--- src/rtl/alu_seq.sv ---
// alu_seq: registered, valid/ready handshaked ALU.
// Single-cycle logic/arith/shift/compare ops plus a multi-cycle
// shift-add unsigned multiply. The result and the flags are held
// stable while the consumer stalls.
module alu_seq #(
    parameter int WIDTH = 8
) (
    input  logic             clk,
    input  logic             rst,
    input  logic             in_valid,
    output logic             in_ready,
    input  logic [3:0]       alucont,
    input  logic [WIDTH-1:0] reg_1,
    input  logic [WIDTH-1:0] reg_2,
    output logic             out_valid,
    input  logic             out_ready,
    output logic [WIDTH-1:0] out,
    output logic             zero_flag,
    output logic             carry_flag,
    output logic             neg_flag,
    output logic             ovf_flag
);

    localparam int SHW = $clog2(WIDTH);
    localparam logic [SHW-1:0] CNT_LAST = SHW'(WIDTH - 1);

    localparam logic [3:0] OP_AND  = 4'b0000;
    localparam logic [3:0] OP_OR   = 4'b0001;
    localparam logic [3:0] OP_ADD  = 4'b0010;
    localparam logic [3:0] OP_SLL  = 4'b0011;
    localparam logic [3:0] OP_SRL  = 4'b0100;
    localparam logic [3:0] OP_XOR  = 4'b0101;
    localparam logic [3:0] OP_SUB  = 4'b0110;
    localparam logic [3:0] OP_SLT  = 4'b0111;
    localparam logic [3:0] OP_MUL  = 4'b1000;
    localparam logic [3:0] OP_SRA  = 4'b1001;
    localparam logic [3:0] OP_SLTS = 4'b1010;

    typedef enum logic [0:0] {
        ST_IDLE = 1'b0,
        ST_MUL  = 1'b1
    } state_t;

    state_t             state_r;
    state_t             state_s;
    logic [SHW-1:0]     cnt_r;
    logic [2*WIDTH-1:0] mcand_r;
    logic [2*WIDTH-1:0] acc_r;
    logic [2*WIDTH-1:0] psum_s;
    logic [WIDTH-1:0]   mplier_r;

    logic [WIDTH-1:0]   out_r;
    logic               zero_r;
    logic               carry_r;
    logic               neg_r;
    logic               ovf_r;
    logic               out_valid_r;

    logic               accept_s;
    logic               start_mul_s;
    logic               mul_done_s;
    logic               load_s;

    logic [WIDTH:0]     sum_s;
    logic [WIDTH:0]     diff_s;
    logic [SHW-1:0]     shamt_s;
    logic [WIDTH-1:0]   alu_res_s;
    logic               alu_carry_s;
    logic               alu_ovf_s;
    logic [WIDTH-1:0]   ld_res_s;
    logic               ld_carry_s;
    logic               ld_ovf_s;

    // Handshake: accept only when idle and the output slot is free or draining.
    assign in_ready = (state_r == ST_IDLE) && (!out_valid_r || out_ready) && !rst;
    assign accept_s = in_valid && in_ready;

    assign shamt_s = reg_2[SHW-1:0];
    assign sum_s   = {1'b0, reg_1} + {1'b0, reg_2};
    // Top bit of the widened difference is the unsigned borrow.
    assign diff_s  = {1'b0, reg_1} - {1'b0, reg_2};
    // Partial sum including the current multiplier bit; on the last step this is the product.
    assign psum_s  = acc_r + (mplier_r[0] ? mcand_r : {(2*WIDTH){1'b0}});

    assign out        = out_r;
    assign zero_flag  = zero_r;
    assign carry_flag = carry_r;
    assign neg_flag   = neg_r;
    assign ovf_flag   = ovf_r;
    assign out_valid  = out_valid_r;

    // Single-cycle result and carry/overflow candidates; MUL and unknown codes yield zero here.
    always_comb begin
        alu_res_s   = {WIDTH{1'b0}};
        alu_carry_s = 1'b0;
        alu_ovf_s   = 1'b0;
        case (alucont)
            OP_AND:  alu_res_s = reg_1 & reg_2;
            OP_OR:   alu_res_s = reg_1 | reg_2;
            OP_XOR:  alu_res_s = reg_1 ^ reg_2;
            OP_ADD: begin
                alu_res_s   = sum_s[WIDTH-1:0];
                alu_carry_s = sum_s[WIDTH];
                alu_ovf_s   = (reg_1[WIDTH-1] == reg_2[WIDTH-1]) &&
                              (sum_s[WIDTH-1] != reg_1[WIDTH-1]);
            end
            OP_SUB: begin
                alu_res_s   = diff_s[WIDTH-1:0];
                alu_carry_s = diff_s[WIDTH];
                alu_ovf_s   = (reg_1[WIDTH-1] != reg_2[WIDTH-1]) &&
                              (diff_s[WIDTH-1] != reg_1[WIDTH-1]);
            end
            OP_SLT:  alu_res_s = {{(WIDTH-1){1'b0}}, (reg_1 < reg_2)};
            OP_SLTS: alu_res_s = {{(WIDTH-1){1'b0}}, ($signed(reg_1) < $signed(reg_2))};
            OP_SLL:  alu_res_s = reg_1 << shamt_s;
            OP_SRL:  alu_res_s = reg_1 >> shamt_s;
            OP_SRA:  alu_res_s = $unsigned($signed(reg_1) >>> shamt_s);
            default: alu_res_s = {WIDTH{1'b0}};
        endcase
    end

    // FSM next state: enter MUL on a MUL accept, leave after the last multiplier bit.
    always_comb begin
        state_s     = state_r;
        start_mul_s = 1'b0;
        mul_done_s  = 1'b0;
        case (state_r)
            ST_IDLE: begin
                if (accept_s && (alucont == OP_MUL)) begin
                    state_s     = ST_MUL;
                    start_mul_s = 1'b1;
                end else begin
                    state_s = ST_IDLE;
                end
            end
            ST_MUL: begin
                if (cnt_r == CNT_LAST) begin
                    state_s    = ST_IDLE;
                    mul_done_s = 1'b1;
                end else begin
                    state_s = ST_MUL;
                end
            end
            default: state_s = ST_IDLE;
        endcase
    end

    // Select what the output register loads: a finished product or a single-cycle result.
    always_comb begin
        load_s     = 1'b0;
        ld_res_s   = alu_res_s;
        ld_carry_s = alu_carry_s;
        ld_ovf_s   = alu_ovf_s;
        if (mul_done_s) begin
            load_s     = 1'b1;
            ld_res_s   = psum_s[WIDTH-1:0];
            ld_carry_s = |psum_s[2*WIDTH-1:WIDTH];
            ld_ovf_s   = 1'b0;
        end else if (accept_s && !start_mul_s) begin
            load_s = 1'b1;
        end else begin
            load_s = 1'b0;
        end
    end

    // FSM state register.
    always_ff @(posedge clk) begin
        if (rst) begin
            state_r <= ST_IDLE;
        end else begin
            state_r <= state_s;
        end
    end

    // Shift-add multiplier: multiplicand moves left, multiplier moves right, one bit per cycle.
    always_ff @(posedge clk) begin
        if (rst) begin
            cnt_r    <= {SHW{1'b0}};
            mcand_r  <= {(2*WIDTH){1'b0}};
            mplier_r <= {WIDTH{1'b0}};
            acc_r    <= {(2*WIDTH){1'b0}};
        end else if (start_mul_s) begin
            cnt_r    <= {SHW{1'b0}};
            mcand_r  <= {{WIDTH{1'b0}}, reg_1};
            mplier_r <= reg_2;
            acc_r    <= {(2*WIDTH){1'b0}};
        end else if (state_r == ST_MUL) begin
            cnt_r    <= mul_done_s ? {SHW{1'b0}} : cnt_r + {{(SHW-1){1'b0}}, 1'b1};
            mcand_r  <= mcand_r << 1;
            mplier_r <= mplier_r >> 1;
            acc_r    <= psum_s;
        end else begin
            cnt_r    <= cnt_r;
            mcand_r  <= mcand_r;
            mplier_r <= mplier_r;
            acc_r    <= acc_r;
        end
    end

    // Output register: load on a new result, drop valid on consume, otherwise hold.
    always_ff @(posedge clk) begin
        if (rst) begin
            out_r       <= {WIDTH{1'b0}};
            zero_r      <= 1'b0;
            carry_r     <= 1'b0;
            neg_r       <= 1'b0;
            ovf_r       <= 1'b0;
            out_valid_r <= 1'b0;
        end else if (load_s) begin
            out_r       <= ld_res_s;
            zero_r      <= (ld_res_s == {WIDTH{1'b0}});
            carry_r     <= ld_carry_s;
            neg_r       <= ld_res_s[WIDTH-1];
            ovf_r       <= ld_ovf_s;
            out_valid_r <= 1'b1;
        end else if (out_ready) begin
            out_valid_r <= 1'b0;
        end else begin
            out_valid_r <= out_valid_r;
        end
    end

endmodule

--- config.mk ---
export PLATFORM = sky130hd
export DESIGN_NAME = alu_seq
export DESIGN_NICKNAME = d
export VERILOG_FILES = /design/src/rtl/alu_seq.sv
export SDC_FILE = /design/constraint.sdc
export NUM_CORES = 1
export LEC_CHECK = 0
export ABC_AREA = 1
export CAP_MARGIN = 0
export CORE_MARGIN = 2
export CORE_UTILIZATION = 45
export DETAILED_ROUTE_END_ITERATION = 10
export PLACE_DENSITY_LB_ADDON = 0.15
export SETUP_SLACK_MARGIN = 0.4
export SLEW_MARGIN = 10
export SYNTH_ARGS = -nofsm -noshare
export SYNTH_HDL_FRONTEND = slang
export SYNTH_SLANG_ARGS = --single-unit
--- constraint.sdc ---
create_clock -name clk -period 5.1 [get_ports clk]
set_input_delay 1.02 -clock clk [delete_from_list [all_inputs] [get_ports clk]]
set_output_delay 1.02 -clock clk [all_outputs]
set_load 0.01 [all_outputs]
==> metrics.md <==
| Metric | Value |
|---|---|
| Status | finished, final reports clean |
| CTS sink cnt | 56 |
| Final setup viols | 0 |
| Post-synthesis async set-or-reset flop share | 0 |
| CP Max Fanout | 13 |
| Reg clk slew, reported paths | 0.12 ns |
| Core Area | 10900 um2 |
| Final WL | 15.4 mm |
| Buf+Inv Stages, Crit Path | 4 |
| YS warnings | 0 |
| Area growth syn-to-layout | 10.4% |
| Initial Util | 0.463 |
| Num CTS Buffers | 5 |
| Critical Path, Cell by Cell | clkdlybuf4s50_1, inv_1, ha_1, inv_1, nand2_1, nand2_1, nand2_1, nand3_1, nor2_1, nor2_1, nand2_1, nand4_1, a21oi_1, nand2_1, o211ai_1, inv_1 |
| Worst hold start | mcand_r[15] |
| Die ar. | 12100 um2 |
| Worst vdd ir | 0.135 mV |
| Vias in the first global route | 4929 |
| Final nets | 919 |
| EDFF count, synth | 0 |
| Min Tclk post-route | 3.75 ns |
| Syn_area_per_cell | 6.06 um2 |
| Pins Over Slew Limit | 0 |
| Most frequent cell after synthesis | nand2_1 |
| Crit end category | register |
| Hold Path Depth | 2 |
| DR vias | 5326 |
| P_leak | 2.79 nW |
| # resized after CTS | 0 |
| Starting DRT DRC Count | 454 |
| CP max stage cell | clkdlybuf4s50_1 |
| Buffers on Ports | 37 |
| Syn nets | 900 |
| Ranking of synthesized cells by area | dfxtp_1, nand2_1, ha_1, nand3_1, inv_1 |
| Area of the multi-input gates | 3360 um2 |
| Die span in y | 110 um |
| Fraction of layout cells with a size suffix above 1 | 0.0505 |
| Total global routing track utilization | 0.260 |
| Post-cts hold buffer count | 0 |
| Arrival @ worst endpoint | 3.98 ns |
| Overall power consumption | 979 uW |
| Drt first pass iters | 6 |
| R2R Path End | carry_flag |
| Worst skew pair latency | 0.33 ns |
| Hold Path End | mcand_r[15] |
| # rows | 38 |
| Top cell type's share of synthesized area | 0.222 |
| Largest net degree at the start of global routing | 56 |
| WP data required | 5.33 ns |
| DP HPWL | 12.3 mm |
| FILL cells | 1164 |
| Synth top cells by count | nand2_1, inv_1, nand3_1 |
| Worst hold path type | register to register |
| Initial antenna violation count | 0 |
| IO Count | 38 |
| Slew @ Worst Pin | 0.603 ns |
| Post-Syn Area | 5040 um2 |
| Final ANT Viol Nets | 0 |
| Cell mode on critical path | nand2_1 |
| Final worst slack | 1.35 ns |
| R2r startpoint | mplier_r[0] |
| Peak Freq | 267 MHz |
| Yosys reg bits | 56 |
| Period Utilization, post-route | 0.735 |
| Skew final | 0.00653 ns |
| Clock Path Buffers | 2 |
| Diodes inserted | 0 |
| H-tree Lvls | 2 |
| Die Wd | 110 um |
| Mapped Cells | 831 |
| Vias/cell | 5.37 |
| Relative slew slack | 0.597 |
| RSZ-0062 raised after global routing | no |
| Max Cap Viol | 0 |
| WS Path Type | input pin to register |
| Clk root buf | clkbuf_8 |
| CTS tree | yes |
| GR Overflow Total | 0 |
| Worst path top cell family by delay | buffers and inverters |
| Post-CTS setup buffer count | 0 |
| GPL Wtd Cong | 0.947 |
| Reg2reg setup slack | 2.00 ns |
| PD cells | 176 nW/um2 |
| First-pass GRT wire length | 24.4 mm |
| CP peak stage delay | 0.74 ns |
| WL per Instance | 15.5 um |
| Leading area contributor after synthesis | dfxtp_1 |
| Final hold violation count | 0 |
| Setup TNS | 0 ns |
| Prevailing post-synth register cell | dfxtp_1 |
| Yosys cell types | 41 |
| FF/Latch Area | 1120 um2 |
| Residual DRC | 0 |
| Reg2Reg Depth | 18 |
| Startpoint types | input pin |
| Post-synthesis sequential area ratio | 0.222 |
| Dpl ws | 1.12 ns |
cells by family (layout without fill, tap and decap cells):
| family | Yosys count | count (layout) | synth area share |
|---|---|---|---|
| AOI/OAI and AO/OA | 119 | 119 | 0.140 |
| DFF | 56 | 56 | 0.222 |
| and+or+nand+nor | 463 | 463 | 0.389 |
| xor gates and xnor gates | 13 | 13 | 0.0226 |
| buffers and inverters | 135 | 155 | 0.110 |
| adders and majority gates | 45 | 45 | 0.116 |
state kept, by name, indices dropped and copies added, names as in the netlist:
name / count
carry_flag: 1
state_r: 1
acc_r: 16
zero_flag: 1
out: 8
ovf_flag: 1
mcand_r: 16
cnt_r: 3
mplier_r: 8
out_valid: 1
where the power goes:
part	internal [mW]	leakage (nW)	switching (mW)
Combinational	0.0908	2.29	0.165
Sequential	0.446	0.453	0.00548
Clock	0.104	0.0511	0.168
worst reg2reg max path: cells and delay by family, from the launching register on:
kind                       cells  cell delay (ns)
AOI/OAI and AO/OA              1             0.05
adders and majority gates      2             0.60
buffers and inverters          2             0.16
DFF                            1             0.73
and+or+nand+nor               13             1.44
per-stage QoR:
step / hold slack [ns] / area (um2) / instances / util
6_report: 0.470 / 5560 / 991 / 0.511
5_1_grt: 0.482 / 5560 / 991 / 0.511
4_1_cts: 0.474 / 5560 / 991 / 0.511
3_5_place_dp: 0.458 / 5460 / 983 / 0.502
3_3_place_gp: 0.452 / 5460 / 983 / 0.502
2_1_floorplan: 0.440 / 5040 / 831 / -
final cells by class:
type / count / area share
Inverter: 106 / 0.0725
Sequential cell: 56 / 0.202
Multi-Input combinational cell: 640 / 0.605
Clock buffer: 5 / 0.0124
Tap cell: 140 / 0.0315
Timing Repair Buffer: 41 / 0.0720
Clock inverter: 3 / 0.00518
layout by cell type (no fill, tap or decap), types with 7 or more instances in the layout:
| cell | netlist | final |
|---|---|---|
| ha_1 | 42 | 42 |
| a21oi_1 | 52 | 52 |
| inv_1 | 98 | 98 |
| clkdlybuf4s50_1 | 0 | 37 |
| nand3_1 | 81 | 81 |
| nor2_1 | 66 | 66 |
| xnor2_1 | 8 | 8 |
| o211ai_1 | 14 | 14 |
| dfxtp_1 | 56 | 55 |
| a31oi_1 | 8 | 8 |
| o21ai_0 | 17 | 17 |
| nand2_1 | 279 | 279 |
| a22oi_1 | 7 | 7 |
| nand4_1 | 8 | 8 |
routing by layer:
| layer | wire length (um) | global-route usage | vias up | share of wire |
|---|---|---|---|---|
| met4 | 330 | 0.0651 | 0 | 0.021 |
| met5 | 0 | 0 | - | 0 |
| met3 | 723 | 0.0249 | 21 | 0.047 |
| met2 | 7150 | 0.442 | 162 | 0.46 |
| met1 | 7180 | 0.350 | 2435 | 0.47 |
| li1 | - | - | 2708 | - |
worst max-delay path by stage:
stage | startpoint | to | slack (ns) | cells after the start
detailed placement | reg_2[2] | out[5] | 1.12 | 16
global route | reg_2[2] | out[5] | 1.14 | 16
finish | reg_2[2] | out[5] | 1.35 | 16
global placement | reg_2[2] | out[5] | 1.11 | 16
CTS | reg_2[2] | out[5] | 1.46 | 16
floorplan | reg_2[2] | zero_flag | 2.21 | 19
(Power assumes the default switching activity.)
